### src/rtl/reg_access_sequencer_pkg.sv
// Shared sequencer definitions: opcodes, FSM states, instruction fields.
// Used by the sequencer, its ALU and future register-file/decoder blocks.
package reg_access_sequencer_pkg;

  typedef enum logic [2:0] {
    S_IDLE,
    S_READ,
    S_WAIT,
    S_EXEC,
    S_WRITE
  } state_e;

  // Instruction layout: opcode | dest | src1 | src2/imm
  localparam int FIELD_W  = 8;
  localparam int OPC_LSB  = 24;
  localparam int DST_LSB  = 16;
  localparam int SRC1_LSB = 8;
  localparam int SRC2_LSB = 0;
  localparam int IMM_LSB  = 0;

  localparam logic [7:0] OP_LOADI = 8'h00;
  localparam logic [7:0] OP_MOV   = 8'h01;
  localparam logic [7:0] OP_ADD   = 8'h02;
  localparam logic [7:0] OP_SUB   = 8'h03;
  localparam logic [7:0] OP_AND   = 8'h04;
  localparam logic [7:0] OP_OR    = 8'h05;

  // Legal opcodes form the contiguous range LOADI..OR.
  function automatic logic op_legal(
    input logic [7:0] op
  );
    return op <= OP_OR;
  endfunction

endpackage

### src/rtl/reg_access_sequencer_if.sv
// Instruction handshake plus register-file bus of the sequencer.
// master: sequencer side; slave: instruction source / register file.
interface reg_access_sequencer_if #(
  parameter int DATA_W = 8,
  parameter int ADDR_W = 3
);

  logic [31:0]       INSTR;
  logic              INSTR_VALID;
  logic              INSTR_READY;
  logic [ADDR_W-1:0] RF_OUT1ADDR;
  logic [ADDR_W-1:0] RF_OUT2ADDR;
  logic [DATA_W-1:0] RF_OUT1;
  logic [DATA_W-1:0] RF_OUT2;
  logic [ADDR_W-1:0] RF_INADDR;
  logic [DATA_W-1:0] RF_IN;
  logic              RF_WE;
  logic [DATA_W-1:0] RESULT;
  logic              DONE;
  logic              ERR;

  modport master (
    input  INSTR, INSTR_VALID,
    input  RF_OUT1, RF_OUT2,
    output INSTR_READY,
    output RF_OUT1ADDR, RF_OUT2ADDR,
    output RF_INADDR, RF_IN, RF_WE,
    output RESULT, DONE, ERR
  );

  modport slave (
    output INSTR, INSTR_VALID,
    output RF_OUT1, RF_OUT2,
    input  INSTR_READY,
    input  RF_OUT1ADDR, RF_OUT2ADDR,
    input  RF_INADDR, RF_IN, RF_WE,
    input  RESULT, DONE, ERR
  );

endinterface

### src/rtl/seq_alu.sv
// Combinational sequencer ALU: op_i, a_i, b_i -> res_o (DATA_W wrap).
// LOADI and MOV both forward b_i (immediate or src2 operand).
module seq_alu
  import reg_access_sequencer_pkg::*;
#(
  parameter int DATA_W = 8
) (
  input  logic [7:0]        op_i,
  input  logic [DATA_W-1:0] a_i,
  input  logic [DATA_W-1:0] b_i,
  output logic [DATA_W-1:0] res_o
);

  always_comb begin
    res_o = '0;
    case (op_i)
      OP_LOADI,
      OP_MOV:  res_o = b_i;
      OP_ADD:  res_o = a_i + b_i;
      OP_SUB:  res_o = a_i - b_i;
      OP_AND:  res_o = a_i & b_i;
      OP_OR:   res_o = a_i | b_i;
      default: res_o = '0;
    endcase
  end

endmodule

### src/rtl/reg_access_sequencer.sv
// Register-access sequencer: accepts one instruction, reads operands,
// executes and writes back. Ports: CLK, RESET, bus (master modport).
module reg_access_sequencer
  import reg_access_sequencer_pkg::*;
#(
  parameter int DATA_W = 8,
  parameter int ADDR_W = 3
) (
  input logic CLK,
  input logic RESET,
  reg_access_sequencer_if.master bus
);

  state_e            state_q, state_d;
  logic [7:0]        op_q, op_d;
  logic [ADDR_W-1:0] dst_q, dst_d;
  logic [ADDR_W-1:0] s1_q, s1_d;
  logic [ADDR_W-1:0] s2_q, s2_d;
  logic [DATA_W-1:0] a_q, a_d;
  logic [DATA_W-1:0] b_q, b_d;
  logic [DATA_W-1:0] res_q, res_d;
  logic              err_q, err_d;
  logic [DATA_W-1:0] alu_res;
  logic [7:0]        in_op;

  assign in_op = bus.INSTR[OPC_LSB +: FIELD_W];

  seq_alu #(
    .DATA_W(DATA_W)
  ) u_alu (
    .op_i (op_q),
    .a_i  (a_q),
    .b_i  (b_q),
    .res_o(alu_res)
  );

  always_ff @(posedge CLK) begin
    if (RESET) begin
      state_q <= S_IDLE;
      op_q    <= '0;
      dst_q   <= '0;
      s1_q    <= '0;
      s2_q    <= '0;
      a_q     <= '0;
      b_q     <= '0;
      res_q   <= '0;
      err_q   <= 1'b0;
    end else begin
      state_q <= state_d;
      op_q    <= op_d;
      dst_q   <= dst_d;
      s1_q    <= s1_d;
      s2_q    <= s2_d;
      a_q     <= a_d;
      b_q     <= b_d;
      res_q   <= res_d;
      err_q   <= err_d;
    end
  end

  always_comb begin
    state_d = state_q;
    op_d    = op_q;
    dst_d   = dst_q;
    s1_d    = s1_q;
    s2_d    = s2_q;
    a_d     = a_q;
    b_d     = b_q;
    res_d   = res_q;
    err_d   = 1'b0;
    unique case (state_q)
      S_IDLE: begin
        if (bus.INSTR_VALID) begin
          op_d  = in_op;
          dst_d = bus.INSTR[DST_LSB +: ADDR_W];
          s1_d  = bus.INSTR[SRC1_LSB +: ADDR_W];
          s2_d  = bus.INSTR[SRC2_LSB +: ADDR_W];
          if (!op_legal(in_op)) begin
            err_d = 1'b1;
          end else if (in_op == OP_LOADI) begin
            // Immediate rides through the ALU b operand.
            b_d     = DATA_W'(bus.INSTR[IMM_LSB +: FIELD_W]);
            state_d = S_EXEC;
          end else begin
            state_d = S_READ;
          end
        end
      end
      S_READ:  state_d = S_WAIT;
      S_WAIT: begin
        // Read data lags the address by one cycle.
        a_d     = bus.RF_OUT1;
        b_d     = bus.RF_OUT2;
        state_d = S_EXEC;
      end
      S_EXEC: begin
        res_d   = alu_res;
        state_d = S_WRITE;
      end
      S_WRITE: state_d = S_IDLE;
      default: state_d = S_IDLE;
    endcase
  end

  always_comb begin
    bus.INSTR_READY = (state_q == S_IDLE);
    bus.RF_OUT1ADDR = '0;
    bus.RF_OUT2ADDR = '0;
    bus.RF_INADDR   = '0;
    bus.RF_IN       = '0;
    bus.RF_WE       = 1'b0;
    bus.DONE        = 1'b0;
    bus.RESULT      = res_q;
    bus.ERR         = err_q;
    case (state_q)
      S_READ,
      S_WAIT: begin
        bus.RF_OUT1ADDR = s1_q;
        bus.RF_OUT2ADDR = s2_q;
      end
      S_WRITE: begin
        bus.RF_WE     = 1'b1;
        bus.RF_INADDR = dst_q;
        bus.RF_IN     = res_q;
        bus.DONE      = 1'b1;
      end
      default: ;
    endcase
  end

endmodule

### src/flat_wrapper.sv
// flat-port wrapper written by rule: the top's interface ports become plain ports
module reg_access_sequencer_flat import reg_access_sequencer_pkg::*;
#(
  parameter int DATA_W = 8,
  parameter int ADDR_W = 3
)
  (CLK, RESET, bus_INSTR, bus_INSTR_VALID, bus_RF_OUT1, bus_RF_OUT2, bus_INSTR_READY, bus_RF_OUT1ADDR, bus_RF_OUT2ADDR, bus_RF_INADDR, bus_RF_IN, bus_RF_WE, bus_RESULT, bus_DONE, bus_ERR);
  reg_access_sequencer_if #(.DATA_W(DATA_W), .ADDR_W(ADDR_W)) bus_i ();
  input logic CLK;
  input logic RESET;
  input wire logic [$bits(bus_i.INSTR)-1:0] bus_INSTR;
  input wire logic [$bits(bus_i.INSTR_VALID)-1:0] bus_INSTR_VALID;
  input wire logic [$bits(bus_i.RF_OUT1)-1:0] bus_RF_OUT1;
  input wire logic [$bits(bus_i.RF_OUT2)-1:0] bus_RF_OUT2;
  output wire logic [$bits(bus_i.INSTR_READY)-1:0] bus_INSTR_READY;
  output wire logic [$bits(bus_i.RF_OUT1ADDR)-1:0] bus_RF_OUT1ADDR;
  output wire logic [$bits(bus_i.RF_OUT2ADDR)-1:0] bus_RF_OUT2ADDR;
  output wire logic [$bits(bus_i.RF_INADDR)-1:0] bus_RF_INADDR;
  output wire logic [$bits(bus_i.RF_IN)-1:0] bus_RF_IN;
  output wire logic [$bits(bus_i.RF_WE)-1:0] bus_RF_WE;
  output wire logic [$bits(bus_i.RESULT)-1:0] bus_RESULT;
  output wire logic [$bits(bus_i.DONE)-1:0] bus_DONE;
  output wire logic [$bits(bus_i.ERR)-1:0] bus_ERR;
  assign bus_i.INSTR = bus_INSTR;
  assign bus_i.INSTR_VALID = bus_INSTR_VALID;
  assign bus_i.RF_OUT1 = bus_RF_OUT1;
  assign bus_i.RF_OUT2 = bus_RF_OUT2;
  assign bus_INSTR_READY = bus_i.INSTR_READY;
  assign bus_RF_OUT1ADDR = bus_i.RF_OUT1ADDR;
  assign bus_RF_OUT2ADDR = bus_i.RF_OUT2ADDR;
  assign bus_RF_INADDR = bus_i.RF_INADDR;
  assign bus_RF_IN = bus_i.RF_IN;
  assign bus_RF_WE = bus_i.RF_WE;
  assign bus_RESULT = bus_i.RESULT;
  assign bus_DONE = bus_i.DONE;
  assign bus_ERR = bus_i.ERR;
  reg_access_sequencer #(.DATA_W(DATA_W), .ADDR_W(ADDR_W)) u_core (.CLK(CLK), .RESET(RESET), .bus(bus_i));
endmodule
### config.mk
export PLATFORM = sky130hd
export DESIGN_NAME = reg_access_sequencer_flat
export DESIGN_NICKNAME = d
export VERILOG_FILES = /design/src/rtl/reg_access_sequencer_pkg.sv /design/src/rtl/reg_access_sequencer_if.sv /design/src/rtl/seq_alu.sv /design/src/rtl/reg_access_sequencer.sv /design/src/flat_wrapper.sv
export SDC_FILE = /design/constraint.sdc
export NUM_CORES = 1
export LEC_CHECK = 0
export ABC_AREA = 1
export CAP_MARGIN = 30
export CORE_MARGIN = 4
export CORE_UTILIZATION = 51
export CTS_BUF_LIST = sky130_fd_sc_hd__clkbuf_16
export CTS_CLUSTER_DIAMETER = 60
export DETAILED_ROUTE_END_ITERATION = 16
export PLACE_DENSITY_LB_ADDON = 0.3
export SLEW_MARGIN = 25
export SYNTH_ARGS = -nofsm -noshare
export SYNTH_HDL_FRONTEND = slang
export SYNTH_SLANG_ARGS = --single-unit
### constraint.sdc
create_clock -name CLK -period 3.7 [get_ports CLK]
set_clock_uncertainty 0.1 [all_clocks]
set_input_delay 0.74 -clock CLK [delete_from_list [all_inputs] [get_ports CLK]]
set_output_delay 0.74 -clock CLK [all_outputs]
set_load 0.01 [all_outputs]
**Yosys cells after proc, flatten, opt, wreduce, memory -nomap -nowiden**

Cells that the tools add are included.

- Flip-flop bits (word level): 45
- Output and inout bits: 29

- $add $sub $neg: 2
- Order comparisons: 1
- Eq/ne operators: 12
- Muxes and demuxes: 15
- Bitwise gates (word level): 4
- Reductions and logical operators: 10

Operators with widths:

| cell | number |
|---|---|
| case mux 8 bit (5 select lines) | 1 |
| two-way mux 8 bit | 4 |
| equality test 8 x 2 -> 1 bit, second input constant | 2 |
| equality test 8 x 3 -> 1 bit, second input constant | 2 |
| logical NOT 8 bit | 2 |
| case mux 8 bit (2 select lines) | 1 |
| two-way mux 3 bit | 5 |
| case mux 3 bit (4 select lines) | 1 |
| adder 8 bit | 1 |
| AND 8 bit | 1 |
| equality test 8 x 1 -> 1 bit, second input constant | 1 |
| less-or-equal comparator 8 x 3 -> 1 bit, second input constant | 1 |
| bitwise OR 8 bit | 1 |
| subtractor 8 bit | 1 |
| equality test 3 x 2 -> 1 bit, second input constant | 2 |
| inequality test 2 x 1 -> 1 bit, second input constant | 2 |
| AND reduction 2 bit | 2 |
| AND reduction 4 bit | 1 |
| OR reduction 2 bit | 2 |
| equality test 3 x 1 -> 1 bit, second input constant | 1 |
| equality test 3 bit, second input constant | 1 |
| logical NOT 3 bit | 1 |
| OR reduction 3 bit | 1 |
| two-way mux 1 bit | 2 |
| other kinds (4) | 5 |

**Longest topological paths before layout**

Gate-level depths: netlist of the first run.

- Depth after elaboration: 5
- Depth in mapped cells: 19
- Mapped depth without buffers: 19

**Modules after synthesis**

From an unflattened synthesis of the first run, not the netlist that was laid out.

- Cells, all modules: 438
- Area total of the unflattened synthesis: 2915.3 um^2

Modules (own cells, without submodules):

| module | times used | cells each | area an instance (um^2) | seq. area each (um^2) |
|---|---|---|---|---|
| reg_access_sequencer | 1 | 276 | 2015.7 | 900.9 |
| seq_alu | 1 | 162 | 899.6 | 0.0 |

**Worst setup path after synthesis of the first run**

OpenSTA, ideal clock, no wires.

- Path type: reg2reg
- Start: register u_core.b_q[0]
- End: register u_core.res_q[7] (netlist: u_core.bus.RESULT[7])
- Arrival: 2015 ps
- Required time: 3482 ps
- Setup slack: 1466 ps
- Cell stages (with the launch flop): 19
- Path through: dfxtp_1 -> inv_1 -> ha_1 -> inv_1 -> nor3_1 -> inv_1 -> o21ai_0 -> xor2_1 -> ha_1 -> nand2_1 -> inv_1 -> nand2_1 -> nand2_1 -> a21oi_1 -> nand3_1 -> nand3_1 -> nand2_1 -> nand2_1 -> a21oi_2

- Longest elaborated chain between the ends: 2
- Elaborated cells between the ends (all ways): 3
- Those cells by class: add/sub: 2; mux: 1

Ends and longest elaborated chain:

| element | line | text |
|---|---|---|
| from (decl) | reg_access_sequencer.sv:20 | `logic [DATA_W-1:0] b_q, b_d;` |
| from (signal assigned) | reg_access_sequencer.sv:45 | `b_q <= '0;` |
| from (signal assigned) | reg_access_sequencer.sv:55 | `b_q <= b_d;` |
| subtractor 8 bit / adder 8 bit (equally long branches) | seq_alu.sv:20, seq_alu.sv:19 |  |
| case mux 8 bit (5 select lines) * | seq_alu.sv:16 | `case (op_i)` |
| to (signal assigned) | reg_access_sequencer.sv:56 | `res_q <= res_d;` |
| to (decl) | reg_access_sequencer.sv:21 | `logic [DATA_W-1:0] res_q, res_d;` |

Every way passes the cells marked *; elsewhere a longest branch is shown, timed or not.
A chain may end at the register's enable or synchronous reset.

**Worst setup path after layout of the first run**

- Start: register u_core.state_q[1]
- End: output port bus_RF_OUT2ADDR[1]

- Longest elaborated chain between the ends: 3
- Elaborated cells between the ends (all ways): 4
- Those cells by class: eq/ne: 2; mux: 1; reduce/logical: 1

Ends and longest elaborated chain:

| element | line | text |
|---|---|---|
| from (decl) | reg_access_sequencer.sv:14 | `state_e state_q, state_d;` |
| from (signal assigned) | reg_access_sequencer.sv:49 | `state_q <= state_d;` |
| equality test 3 x 1 -> 1 bit / equality test 3 x 2 -> 1 bit (equally long branches) | reg_access_sequencer.sv:115 | `case (state_q)` |
| OR reduction 2 bit * | reg_access_sequencer.sv:115 |  |
| two-way mux 3 bit * | reg_access_sequencer.sv:115 |  |
| to (decl) | flat_wrapper.sv:17 | `output wire logic [$bits(bus_i.RF_OUT2ADDR)-1:0] bus_RF_OUT2ADDR;` |

Marks and branches as above.

==> reports/results.ini, run 1 <==
[grt]
first_global_vias = 2486
grt_start_max_net_pins = 37
grt_pass1_wl_um = 10800
track_usage = 0.207
antenna_found_initial = 0
grt_overflow = 0

[place]
dpl.hpwl_um = 5080
place_inst = 533
dpl-instance-area_um2 = 3420
portBuffers = 69
gp_congestion = 0.933
preCtsSetupSlack_ns = 0.906

[logic_synthesis]
yosysTopAreaCellShare = 0.332
yosys-top-cells-area = dfxtp_1 33%, nand2_1 12%, o21ai_0 8.7%, inv_1 7.9%, a21oi_1 7.7%
syn_area_per_cell_um2 = 6.67
async_flop_share = 0
yosys.cell_types.count = 31
netlist_area_um2 = 2720
synth-seq-cells = 45
synthCells = 407
synth_ff_type = dfxtp_1
synth_area_leader_cell = dfxtp_1
syn-num-nets = 469
yosysWarnings = 0
synth_edf_count = 0
ys_seq_area_frac = 0.332

[die]
dieHeight_um = 81.0
start_util = 0.528
die-area_um2 = 6560
io_pins = 80
die_w_um = 81.0
num_rows = 26
core_um2 = 5140

[drt]
num_vias = 2699
routed_wl_um = 6620
wl_per_cell_um = 12.2
first_iter_violations = 131
final_antenna_net_count = 0
via_per_inst = 4.98
drcViolationCount = 0
firstDrtPassIters = 4

[cts]
cts_htree_levels = 2
insertion_delay_ns = 0.29
post_cts_buffers = 0
path_clk_slew_ns = 0.06
cts_sinks = 45
cts_root_buf = clkbuf_16
cts_inserted_buffers = 5
clockBufferDepth = 2
ctsResizeCount = 0
tritoncts = done
ctsHoldBuffers = 0

[critical_path]
critPathKind = flop to output pin
cp_common_cell = inv_2
cp_slowest_cell = clkdlybuf4s50_1
cp-start-kind = flop
path_max_fanout = 21
end_kind = output pin
path_cells = inv_2 -> nor2_4 -> inv_2 -> nand2_1 -> inv_1 -> nor2_1 -> clkdlybuf4s50_1
critPathRequiredTime_ns = 2.86
critPathMaxStageDelay_ns = 0.55
critPathArrivalTime_ns = 2.27

[power]
irDropWorstVdd_mv = 0.204
internal_power_mw = 0.811
p_per_area_nw_per_um2 = 300
p_leak_nw = 1.51
p_switching_mw = 0.262
seqPwrFrac = 0.471
clockPowerShare = 0.408
swShare = 0.244
combPwrFrac = 0.121

[flow_run]
maxCapViolations = 0

[cells_and_area]
drive_above_1_share = 0.0805
postLayoutCellArea_um2 = 3580
area_growth_pct = 31.9
instances_no_fill = 542
diodes = 0
fin_nets = 533
fin_util = 0.697

[sta]
setup_viol = 0
grt_setup_unrepaired = false
final_max_slew_viol_count = 0
period_needed_ns = 3.11
hold_viol_final = 0
fin_crit_sh = 0.841
maxSlewHeadroom = 0.648
clock.fmax_mhz = 321
setup_tns_ns = 0
setup_ws_ns = 0.588
worst_slew_pin_slew_ns = 0.526

[outcome]
outcome = finished clean

[min_path]
hp-class = flop to flop

==> state kept, by name, summed over array words and instances, names as in the netlist <==
name	flops
u_core.a_q	8
u_core.b_q	8
u_core.bus.RESULT	8
u_core.op_q	8
u_core.dst_q	3
u_core.s1_q	3
u_core.s2_q	3
u_core.state_q	3
u_core.bus.ERR	1
==> per-layer routing <==
metal  vias to the layer above  routed length (um)  global-route usage
met5                         -                   0                   0
met4                         0                  82              0.0676
met3                         9                 379              0.0366
met2                        72                3110               0.352
met1                      1191                3040               0.265
li1                       1427                   -                   -
==> metrics by stage <==
stage,power [mW],hold WS (ns)
floorplan,0.585,0.330
global placement,0.640,0.339
detailed placement,0.644,0.344
CTS,1.07,0.354
global route,1.11,0.373
finish,1.07,0.351
==> cell type report <==
cell class | instances | area, um2
clock buffers | 5 | 125
clock inverters | 3 | 16.3
fillers | 477 | 1560
inverters | 63 | 236
multi-input cells | 286 | 1510
flip-flops and latches | 45 | 901
well taps | 70 | 87.6
repair buffers | 70 | 706
==> worst paths after layout <==
path / start / to / slack, ns / cells past startpoint
max: u_core.state_q[1] / bus_RF_OUT2ADDR[1] / 0.59 / 7
max reg2reg: u_core.b_q[0] / u_core.bus.RESULT[7] / 1.13 / 18
min: u_core.dst_q[1] / u_core.dst_q[1] / 0.35 / 2
min reg2reg: u_core.dst_q[1] / u_core.dst_q[1] / 0.35 / 2
==> critical path, delay by kind of cell (launching register included) <==
| kind | cells | cell delay (ns) |
|---|---|---|
| buffers and inverters | 4 | 0.97 |
| AND/OR/NAND/NOR | 3 | 0.57 |
| flip-flops | 1 | 0.44 |
==> logic make-up (layout without fill, tap and decap cells) <==
logic type / after synthesis / count (layout) / share of synthesized area
simple gates: 168 / 168 / 0.284
compound gates: 102 / 102 / 0.202
buf+inv: 76 / 141 / 0.112
flops: 45 / 45 / 0.332
fa+ha+maj: 11 / 11 / 0.0535
xor+xnor: 5 / 5 / 0.0161
==> cell usage after synthesis (3+ instances only) <==
| master | number |
|---|---|
| nand2_1 | 84 |
| inv_1 | 57 |
| o21ai_0 | 47 |
| dfxtp_1 | 45 |
| a21oi_1 | 42 |
| nor2_1 | 42 |
| nand3_1 | 14 |
| ha_1 | 10 |
| clkbuf_1 | 6 |
| inv_2 | 6 |
| nand2_2 | 6 |
| o21ai_1 | 5 |
| xor2_1 | 5 |
| buf_2 | 4 |
| nor2_4 | 4 |
| nor3_1 | 4 |
| or2_2 | 4 |
| nand4_1 | 3 |
| nor2_2 | 3 |
==> layout by cell type (no fill, tap or decap), types with 6 or more instances in the layout <==
cell,Yosys,routed
a21oi_1,42,42
clkdlybuf4s50_1,0,69
dfxtp_1,45,45
ha_1,10,10
inv_1,57,57
inv_2,6,6
nand2_1,84,84
nand2_2,6,6
nand3_1,14,14
nor2_1,42,42
o21ai_0,47,47
==> power groups by stage <==
stage / registers, mW / logic (mW) / clock network (mW)
after floorplan: 0.515 / 0.0698 / 0
after global placement: 0.515 / 0.125 / 0
after detailed placement: 0.516 / 0.128 / 0
after CTS: 0.505 / 0.128 / 0.442
after global routing: 0.506 / 0.144 / 0.462
final: 0.505 / 0.130 / 0.438
(Power assumes the default switching activity.)
==> run 2: changes to the inputs <==
CORE_UTILIZATION = 43   (was 51)
clock period = 2.81 ns   (was 3.7 ns; I/O delays follow)
==> run 2 against run 1 <==
  * Global-route usage decreased by 2.9 points
  * Worst setup slack worse by 0.38 ns
  * Routed wire length is 1.9% lower
  * Sequential cell count stayed put
  * Via count decreased by 1.5%
  * Register-to-register slack got worse by 0.85 ns
  * Critical path depth shrank 2
  * Highest routed layer unchanged
==> reports/results.ini, run 2 (synthesis gave the netlist of run 1 again) <==
[cts]
insertion_delay_ns = 0.28
clockBufferDepth = 2
path_clk_slew_ns = 0.06
cts_inserted_buffers = 5
cts_htree_levels = 2
cts_root_buf = clkbuf_16
cts_sinks = 45
tritoncts = done

[outcome]
outcome = finished clean

[critical_path]
path_max_fanout = 11
cp_slowest_cell = clkdlybuf4s50_1
path_delay_family = buffers and inverters
critPathMaxStageDelay_ns = 0.55
critPathKind = flop to output pin
end_kind = output pin
critPathRequiredTime_ns = 2.15
path_cells = inv_1 -> nor3_1 -> inv_2 -> nor2_1 -> clkdlybuf4s50_1
critPathArrivalTime_ns = 1.94
cp-start-kind = flop
worst-path-buf-inv = 3

[sta]
setup_viol = 0
setup_tns_ns = 0
period_needed_ns = 2.60
grt_setup_unrepaired = false
clock.fmax_mhz = 385
fin_crit_sh = 0.925
hold_viol_final = 0
maxSlewHeadroom = 0.639
worst_slew_pin_slew_ns = 0.540
final_max_slew_viol_count = 0
setup_ws_ns = 0.210

[cells_and_area]
fin_nets = 536
area_growth_pct = 32.6
final_common_cell = nand2_1
postLayoutCellArea_um2 = 3600
drive_above_1_share = 0.0884
diodes = 0
final_cell_mix = 84 x nand2_1, 69 x clkdlybuf4s50_1, 58 x inv_1

[power]
internal_power_mw = 1.06
irDropWorstVdd_mv = 0.277
p_switching_mw = 0.334
swShare = 0.239
seqPwrFrac = 0.475
p_per_area_nw_per_um2 = 388
power.total_mw = 1.40
p_leak_nw = 1.53
combPwrFrac = 0.122
clockPowerShare = 0.402

[grt]
antenna_found_initial = 0
grt_util_met3 = 0.0293
grt_use_met1 = 0.242
busiest_layer = met2
grt_pass1_wl_um = 11000
grt_start_max_net_pins = 37
track_usage = 0.178
use_met2 = 0.293
first_global_vias = 2410
grt_overflow = 0

[die]
die-area_um2 = 7650
die_w_um = 87.5
num_rows = 28
core_um2 = 6030
start_util = 0.451
io_pins = 80
dieHeight_um = 87.5

[drt]
first_iter_violations = 148
drcViolationCount = 0
firstDrtPassIters = 6
via_per_inst = 4.83
final_antenna_net_count = 0
num_vias = 2658
wl_per_cell_um = 11.8
routed_wl_um = 6490

[place]
gp_congestion = 0.928
portBuffers = 69
dpl-instance-area_um2 = 3460
preCtsSetupSlack_ns = 0.264
dpl.hpwl_um = 5050

[flow_run]
maxCapViolations = 0

[min_path]
hp-class = flop to flop

run 2: area by class of cell:
cell class	count	area, um2
clock inverters	3	15.0
flip-flops and latches	45	901
well taps	75	93.8
multi-input cells	286	1510
inverters	63	236
repair buffers	73	721
clock buffers	5	125
fillers	590	2420
run 2: power groups by stage:
stage                     clock network (mW)  registers [mW]  logic (mW)
after floorplan                            0           0.678      0.0919
after CTS                              0.567           0.665       0.172
final                                  0.562           0.665       0.171
after global placement                     0           0.679       0.168
after detailed placement                   0           0.679       0.171
after global routing                   0.594           0.667       0.191
run 2: worst paths after layout:
kind / slack (ns) / from / cells past startpoint / endpoint
worst max-delay path: 0.21 / u_core.state_q[2] / 5 / bus_RF_INADDR[2]
worst max register to register: 0.28 / u_core.b_q[2] / 18 / u_core.bus.RESULT[7]
worst min-delay path: 0.35 / u_core.s2_q[0] / 2 / u_core.s2_q[0]
worst min register to register: 0.35 / u_core.s2_q[0] / 2 / u_core.s2_q[0]
run 2: metal layers:
metal,share of wire,vias up
met5,0,-
met4,0.0068,0
met3,0.054,6
met2,0.46,76
met1,0.48,1146
li1,-,1430
run 2: worst register-to-register path, delay by kind of cell (launching register included):
kind | cells | cell delay (ns)
buf+inv | 4 | 0.32
simple gates | 9 | 0.68
xor+xnor | 1 | 0.19
flops | 1 | 0.36
fa+ha+maj | 1 | 0.29
compound gates | 3 | 0.53
run 2: what timing repair did:
item	in CTS	in global routing
hold buffers	0	0
setup buffers	0	0
endpoints found under the setup margin	0	12
gates resized for setup	0	3
run 2: metrics by stage:
step / instances / utilization / hold slack (ns)
2_1_floorplan: 407 / - / 0.330
3_3_place_gp: 542 / 0.574 / 0.337
3_5_place_dp: 542 / 0.574 / 0.346
4_1_cts: 550 / 0.598 / 0.355
5_1_grt: 550 / 0.598 / 0.375
6_report: 550 / 0.598 / 0.351
